**config.mk**
```make
export PLATFORM = sky130hd
export DESIGN_NAME = instr_fetch_queue
export DESIGN_NICKNAME = d
export VERILOG_FILES = /design/src/rtl/fetch_pkg.sv /design/src/rtl/fq_storage.sv /design/src/rtl/instr_fetch_queue.sv
export SDC_FILE = /design/constraint.sdc
export NUM_CORES = 1
export LEC_CHECK = 0
export BUFFER_PORTS_ARGS = -buffer_cell sky130_fd_sc_hd__buf_4
export CORE_MARGIN = 8
export CORE_UTILIZATION = 45
export CTS_BUF_LIST = sky130_fd_sc_hd__clkbuf_8
export DETAILED_ROUTE_END_ITERATION = 10
export HOLD_SLACK_MARGIN = 0.03
export PLACE_DENSITY = 0.63
export SETUP_SLACK_MARGIN = 0.5
export SYNTH_ARGS = -nofsm -noshare
export SYNTH_HDL_FRONTEND = slang
export SYNTH_SLANG_ARGS = --single-unit
export TNS_END_PERCENT = 50
```
**constraint.sdc**
```tcl
create_clock -name clk -period 5.3 [get_ports clk]
set_clock_uncertainty 0.15 [all_clocks]
set_input_delay 0.795 -clock clk [delete_from_list [all_inputs] [get_ports clk]]
set_output_delay 0.795 -clock clk [all_outputs]
set_load 0.005 [all_outputs]
```
**src/rtl/fetch_pkg.sv**
```systemverilog
// Shared types and constants for the instruction fetch queue and the decode-side
// instruction register.
package fetch_pkg;

    typedef enum logic {FQ_RUN, FQ_SEEK} fq_state_t;

    // Word that decodes as NOP; also the instruction register's reset value.
    localparam logic [31:0] NOP_WORD = 32'h0000_0020;

endpackage

```
**src/rtl/fq_storage.sv**
```systemverilog
// DEPTH-entry register array for the fetch queue: one write port, combinational
// read at the read address, and a synchronous clear.
module fq_storage #(
    parameter int W     = 64,
    parameter int DEPTH = 4,
    parameter int AW    = $clog2(DEPTH)
) (
    input  logic          clk,
    input  logic          clear,
    input  logic          we,
    input  logic [AW-1:0] waddr,
    input  logic [W-1:0]  wdata,
    input  logic [AW-1:0] raddr,
    output logic [W-1:0]  rdata
);

    logic [W-1:0] mem [DEPTH];

    // NOTE: the array has no reset; the owner's occupancy count decides which
    // entries are meaningful, so stale contents are never observed.
    always_ff @(posedge clk) begin
        if (clear) begin
            for (int i = 0; i < DEPTH; i++) mem[i] <= '0;
        end else if (we) begin
            mem[waddr] <= wdata;
        end
    end

    assign rdata = mem[raddr];

endmodule

```
**src/rtl/instr_fetch_queue.sv**
```systemverilog
// Instruction buffer between instruction memory and decode: a DEPTH-entry queue of
// {pc, word} with flush/redirect handling and a saturating count of dropped words.
module instr_fetch_queue
    import fetch_pkg::*;
#(
    parameter int              BITS     = 32,
    parameter int              PC_BITS  = 32,
    parameter int              DEPTH    = 4,
    parameter logic [BITS-1:0] NOP_WORD = BITS'(fetch_pkg::NOP_WORD),
    parameter int              CNT_BITS = 16
) (
    input  logic                       clk,
    input  logic                       rst,
    input  logic                       mem_valid,
    input  logic [BITS-1:0]            mem_data,
    input  logic [PC_BITS-1:0]         mem_pc,
    output logic                       mem_ready,
    input  logic                       flush,
    input  logic [PC_BITS-1:0]         redirect_pc,
    input  logic                       dec_ready,
    output logic [BITS-1:0]            instr,
    output logic [PC_BITS-1:0]         instr_pc,
    output logic                       instr_valid,
    output logic [$clog2(DEPTH+1)-1:0] count,
    output logic [CNT_BITS-1:0]        drop_cnt
);

    localparam int PW = $clog2(DEPTH);
    localparam int CW = $clog2(DEPTH + 1);
    localparam int EW = BITS + PC_BITS;

    fq_state_t          state, state_n;
    logic [PW-1:0]      rd_ptr, wr_ptr;
    logic [CW-1:0]      count_q;
    logic [PC_BITS-1:0] target;
    logic [CNT_BITS-1:0] drop_q;
    logic [EW-1:0]      head;

    logic accept, release_req, push, pop, drop;

    assign mem_ready   = (count_q != CW'(DEPTH));
    assign instr_valid = (count_q != '0);
    assign accept      = mem_valid && mem_ready;
    assign release_req = instr_valid && dec_ready;

    // NOTE: every signal written here gets a default first, so no path leaves a
    // value unassigned and no latch is inferred.
    always_comb begin
        state_n = state;
        push    = 1'b0;
        pop     = 1'b0;
        drop    = 1'b0;
        if (flush) begin
            state_n = FQ_SEEK;
            drop    = accept;
        end else begin
            unique case (state)
                FQ_RUN: begin
                    push = accept;
                    pop  = release_req;
                end
                FQ_SEEK: begin
                    if (accept && mem_pc == target) begin
                        push    = 1'b1;
                        state_n = FQ_RUN;
                    end else begin
                        drop = accept;
                    end
                end
                default: state_n = FQ_RUN;
            endcase
        end
    end

    // NOTE: sequential state uses non-blocking assignments so every register
    // samples pre-edge values regardless of statement order.
    always_ff @(posedge clk or posedge rst) begin
        if (rst) begin
            state   <= FQ_RUN;
            rd_ptr  <= '0;
            wr_ptr  <= '0;
            count_q <= '0;
            target  <= '0;
            drop_q  <= '0;
        end else begin
            state <= state_n;
            if (flush) begin
                rd_ptr  <= '0;
                wr_ptr  <= '0;
                count_q <= '0;
                target  <= redirect_pc;
            end else begin
                if (push) wr_ptr <= wr_ptr + 1'b1;
                if (pop)  rd_ptr <= rd_ptr + 1'b1;
                unique case ({push, pop})
                    2'b10:   count_q <= count_q + CW'(1);
                    2'b01:   count_q <= count_q - CW'(1);
                    default: count_q <= count_q;
                endcase
            end
            if (drop && drop_q != '1) drop_q <= drop_q + 1'b1;
        end
    end

    fq_storage #(
        .W     (EW),
        .DEPTH (DEPTH),
        .AW    (PW)
    ) u_storage (
        .clk   (clk),
        .clear (flush),
        .we    (push),
        .waddr (wr_ptr),
        .wdata ({mem_pc, mem_data}),
        .raddr (rd_ptr),
        .rdata (head)
    );

    // Empty queue presents a bubble that decodes as NOP.
    assign instr    = instr_valid ? head[BITS-1:0]     : NOP_WORD;
    assign instr_pc = instr_valid ? head[EW-1:BITS]    : '0;
    assign count    = count_q;
    assign drop_cnt = drop_q;

endmodule

```
-- After elaboration in Yosys (flattened, before gate mapping)
Memories as Yosys holds them, arrays and structs flattened.
Index checks and enable logic that the tools add are counted.
- bits in registers: 56
- bits in writable memories: 256
- output and inout port bits: 85
- memories: 1
- memories (memory ; words ; bits a word ; rd ports ; clocked after memory_dff ; write ports ; line ; RTL):
    u_storage.mem ; 4 ; 64 ; 1 ; 0 ; 4 ; fq_storage.sv:17 ; logic [W-1:0] mem [DEPTH];
- $add $sub $neg: 5
- equal/unequal tests: 5
- multiplexer cells: 27
- bitwise operators: 1
- reductions and logical operators: 9
- operators by type and width (operator ; number):
    2-to-1 mux 32 bit ; 2
    2-to-1 mux 64 bit ; 1
    OR reduction 64 bit ; 1
    equality test 32 bit ; 1
    adder 16 x 1 -> 16 bit (second input constant) ; 1
    2-to-1 mux 1 bit ; 16
    != test 16 bit (second input constant) ; 1
    2-to-1 mux 2 bit ; 5
    case mux 3 bit (2 select lines) ; 1
    nonzero test 3 bit ; 2
    adder 2 x 1 -> 2 bit (second input constant) ; 2
    logical AND 1 bit ; 4
    nonzero test 2 bit ; 2
    adder 3 x 1 -> 3 bit (second input constant) ; 1
    2-to-1 mux 3 bit ; 1
    != test 3 bit (second input constant) ; 1
    subtractor 3 x 1 -> 3 bit (second input constant) ; 1
    equality test 2 x 1 -> 1 bit (second input constant) ; 1
    equality test 2 bit (second input constant) ; 1
    case mux 1 bit (2 select lines) ; 1
    NOT 1 bit ; 1

-- Logic depth before layout (Yosys ltp)
- depth after elaboration: 11
- depth in mapped cells: 9
- gate-level depth less buffers: 8

-- Cells and area by module
A second synthesis with hierarchy kept.
- cell total of the unflattened synthesis: 939
- area total of the unflattened synthesis: 14356.3 um^2
- by module, submodules not included (module ; instances ; cells an instance ; area each (um^2) ; seq. area each (um^2)):
    fq_storage ; 1 ; 627 ; 11074.4 ; 7687.4
    instr_fetch_queue ; 1 ; 312 ; 3281.9 ; 1401.3

-- Worst setup path before layout
No wires, ideal clock.
- path kind: input-to-reg
- from: input port mem_pc[4]
- to: memory u_storage.mem[0][0] (enable)
- setup time: 0.499 ns
- arrival time: 4.892 ns
- required time: 4.651 ns
- setup slack: -0.241 ns
- cell stages on the path: 7
- buffers on the path: 0
- cells stage by stage: xnor2_1 nand4_1 nor4_1 nand2_1 a21o_1 nand2b_1 o21bai_1
- RTL lines (item ; line ; RTL):
    start, declared ; instr_fetch_queue.sv:16 ; input logic [PC_BITS-1:0] mem_pc,
    end, declared ; fq_storage.sv:17 ;

-- Final worst setup path
- from: register rd_ptr[0]
- to: output port instr[27]
- cells in the longest elaborated chain, start to end: 2
- RTL lines (item ; line ; RTL):
    start, declared ; instr_fetch_queue.sv:33 ; logic [PW-1:0] rd_ptr, wr_ptr;
    start signal, assigned ; instr_fetch_queue.sv:94 ; if (pop) rd_ptr <= rd_ptr + 1'b1;
    memory (4 x 64 bit) ; -- ;
    2-to-1 mux 32 bit ; instr_fetch_queue.sv:120 ; assign instr = instr_valid ? head[BITS-1:0] : NOP_WORD;
    end, declared ; instr_fetch_queue.sv:21 ; output logic [BITS-1:0] instr,
Every way passes these cells.

==> reports/metrics.cfg <==
[worst_setup_path]
r2r-start = target[29]
arrival_ns = 2.97
crit_top_cell = buf_4
reg2reg_depth = 8
critPathLaunchType = register
critPathMaxFanout = 46
crit_path_cell_trace = buf_4, mux4_2, and2_1, buf_4
cpLargestDelayFamily = flip-flops
critical_path_buf_inv_count = 2
required_ns = 4.36
max_stage_delay_ns = 1.09
ff2ff_setup_slack_ns = 1.81
worst-setup-path-type = register to output pin
end_kind = output pin
reg2reg_to = u_storage.mem[0][25]
slowest_stage = dfrtp_4

[yosys]
synth.most_common_cell = and2_1
synth_area_leader_cell = edfxtp_1
yosysSeqAreaShare = 0.641
synth_async_sr_flop_share = 0.179
syn-num-nets = 1031
synth_ff_type = edfxtp_1
ys_seq_elements = 312
synth.distinct_cells = 39
synth_enable_flop_cells = 256
synth_warnings = 0
syn_area_um2 = 14200
syn_inst = 928
syn_avg_cell_area_um2 = 15.3
synth_area_leaders = edfxtp_1 54%, and2_1 14%, mux4_2 10%
yosysTopAreaCellShare = 0.542
ys_top_cells_by_count = 322 x and2_1, 256 x edfxtp_1, 64 x mux4_2, 56 x dfrtp_1, 48 x xnor2_1

[grt]
grt_usage = 0.180
grt_pass1_vias = 8815
use_met1 = 0.245
grt_overflow = 0
busiest_layer = met2
use_met3 = 0.0397
grt_max_degree = 66
antenna_found_initial = 0
use_met2 = 0.293
grt_pass1_wl_um = 52900

[sta]
hold_viol_final = 0
rsz0062_at_grt = false
slew_viol_final = 0
holdWs_ns = 0.302
relSlewSlack = 0.290
setup_viol = 0
worstMarginPinSlew_ns = 1.06
fin_crit_sh = 0.739
fmax_mhz = 255
fin_crit_ns = 3.92
worst_slack_ns = 1.38

[floorplan]
dieArea_um2 = 37400
initial_core_util = 0.453
die_y_um = 193
die_w_um = 193
num_rows = 65
io_pins = 186
core-area_um2 = 31300

[drt]
totalWireLength_um = 33900
vias_per_cell = 5.16
vias = 8123
routedWlPerCell_um = 21.5
antenna_left = 0
drc = 0
drt-pass1-iter-count = 4
drt_iter0_drc = 500

[cts]
post-cts-setup-buffers = 0
htreeDepth = 2
cts_resized = 0
cts-hold-fix-buffers = 0
cts.sinks = 312
clock_latency_ns = 0.57
clk_path_buf_depth = 3
clk_pin_slew_ns = 0.06
cts_tree = done
cts_root_buffer = clkbuf_8
cts_made_buffers = 52

[power_and_ir_drop]
ir_drop_uv = 171
cellLeakagePower_nw = 6.54
power_density_nw_per_um2 = 324

[status]
outcome = complete, no violations

[place]
dp_slack_ns = 1.24
port_buffers = 185
place_congestion = 0.742
hpwl_um = 20800

[final_layout]
area_growth_pct = 20.0
drive_above_1_share = 0.323
fin_nets = 1231
num_antenna_cells = 0

[flow_run]
maxCapViolations = 0

[min_path]
whs_path_depth = 2
min_from = redirect_pc[15]
hp-class = input port to register
min_to = target[15]

==> report_power, final <==
group	switching (mW)	leakage (nW)	internal (mW)
registers	0.0801	3.22	2.79
logic	0.336	2.75	0.349
clock network	0.941	0.579	1.01
total	1.36	6.54	4.15
==> sequential cells by signal (all words and copies together) (netlist names) <==
name	count
count	3
drop_cnt	16
rd_ptr	2
state	1
target	32
u_storage.mem	256
wr_ptr	2
==> cell usage in the layout (no fill, tap or decap), types with 2 or more instances in the layout <==
cell type	instances
a21o_1	2
a21o_4	2
a21oi_1	3
and2_1	322
and3_1	5
buf_12	2
buf_4	198
clkbuf_8	59
clkinv_1	11
clkinv_2	4
dfrtp_1	54
dfrtp_4	2
edfxtp_1	256
inv_1	25
inv_2	2
mux2_2	35
mux4_2	64
nand2_1	13
nand2b_1	2
nand3_1	7
nand4_1	16
nor2_1	10
nor3_1	2
nor4_1	2
nor4_4	3
o21bai_1	2
o21bai_4	2
xnor2_1	48
xor2_1	3
==> layer usage <==
layer	part of all wire	vias to the layer above	wire length (um)
met5	0	-	0
met4	0.016	0	537
met3	0.059	45	2000
met2	0.48	217	16200
met1	0.45	4103	15200
li1	-	3758	-
==> kinds of logic (layout without fill, tap and decap cells) <==
family,after synthesis,in the layout,share of synthesized area
AOI/OAI and AO/OA,13,13,0.00618
adders and majority gates,2,2,0.00230
and+or+nand+nor,392,392,0.172
muxes,99,99,0.130
xor gates and xnor gates,51,51,0.0315
DFF,312,312,0.641
buffers and inverters,59,302,0.0171
==> final cells by class <==
type / instances / area (um2)
clock buffers: 59 / 812
clock inverters: 38 / 153
well taps: 402 / 503
fillers: 2597 / 14300
multi-input cells: 557 / 4900
flip-flops and latches: 312 / 9100
repair buffers: 200 / 1530
inverters: 5 / 18.8
==> worst max-delay path by stage <==
stage,from,to,cells past startpoint
after floorplan,mem_pc[4],u_storage.mem[0][0],7
after global placement,mem_pc[29],u_storage.mem[3][25],8
after detailed placement,mem_pc[29],u_storage.mem[0][27],9
after CTS,rd_ptr[0],instr[27],4
after global routing,rd_ptr[0],instr_pc[7],4
final,rd_ptr[0],instr[27],4
==> metrics by stage <==
step           instances   util  power [mW]  instance area [um2]  TNS (ns)
2_1_floorplan        928      -        3.22                14200    -30.88
3_3_place_gp        1476  0.512        3.61                16000         0
3_5_place_dp        1476  0.512        3.62                16000         0
4_1_cts             1573  0.543        5.59                17000         0
5_1_grt             1573  0.543        5.76                17000         0
6_report            1573  0.543        5.51                17000         0
Note: power is estimated with default switching activity, not from simulation.
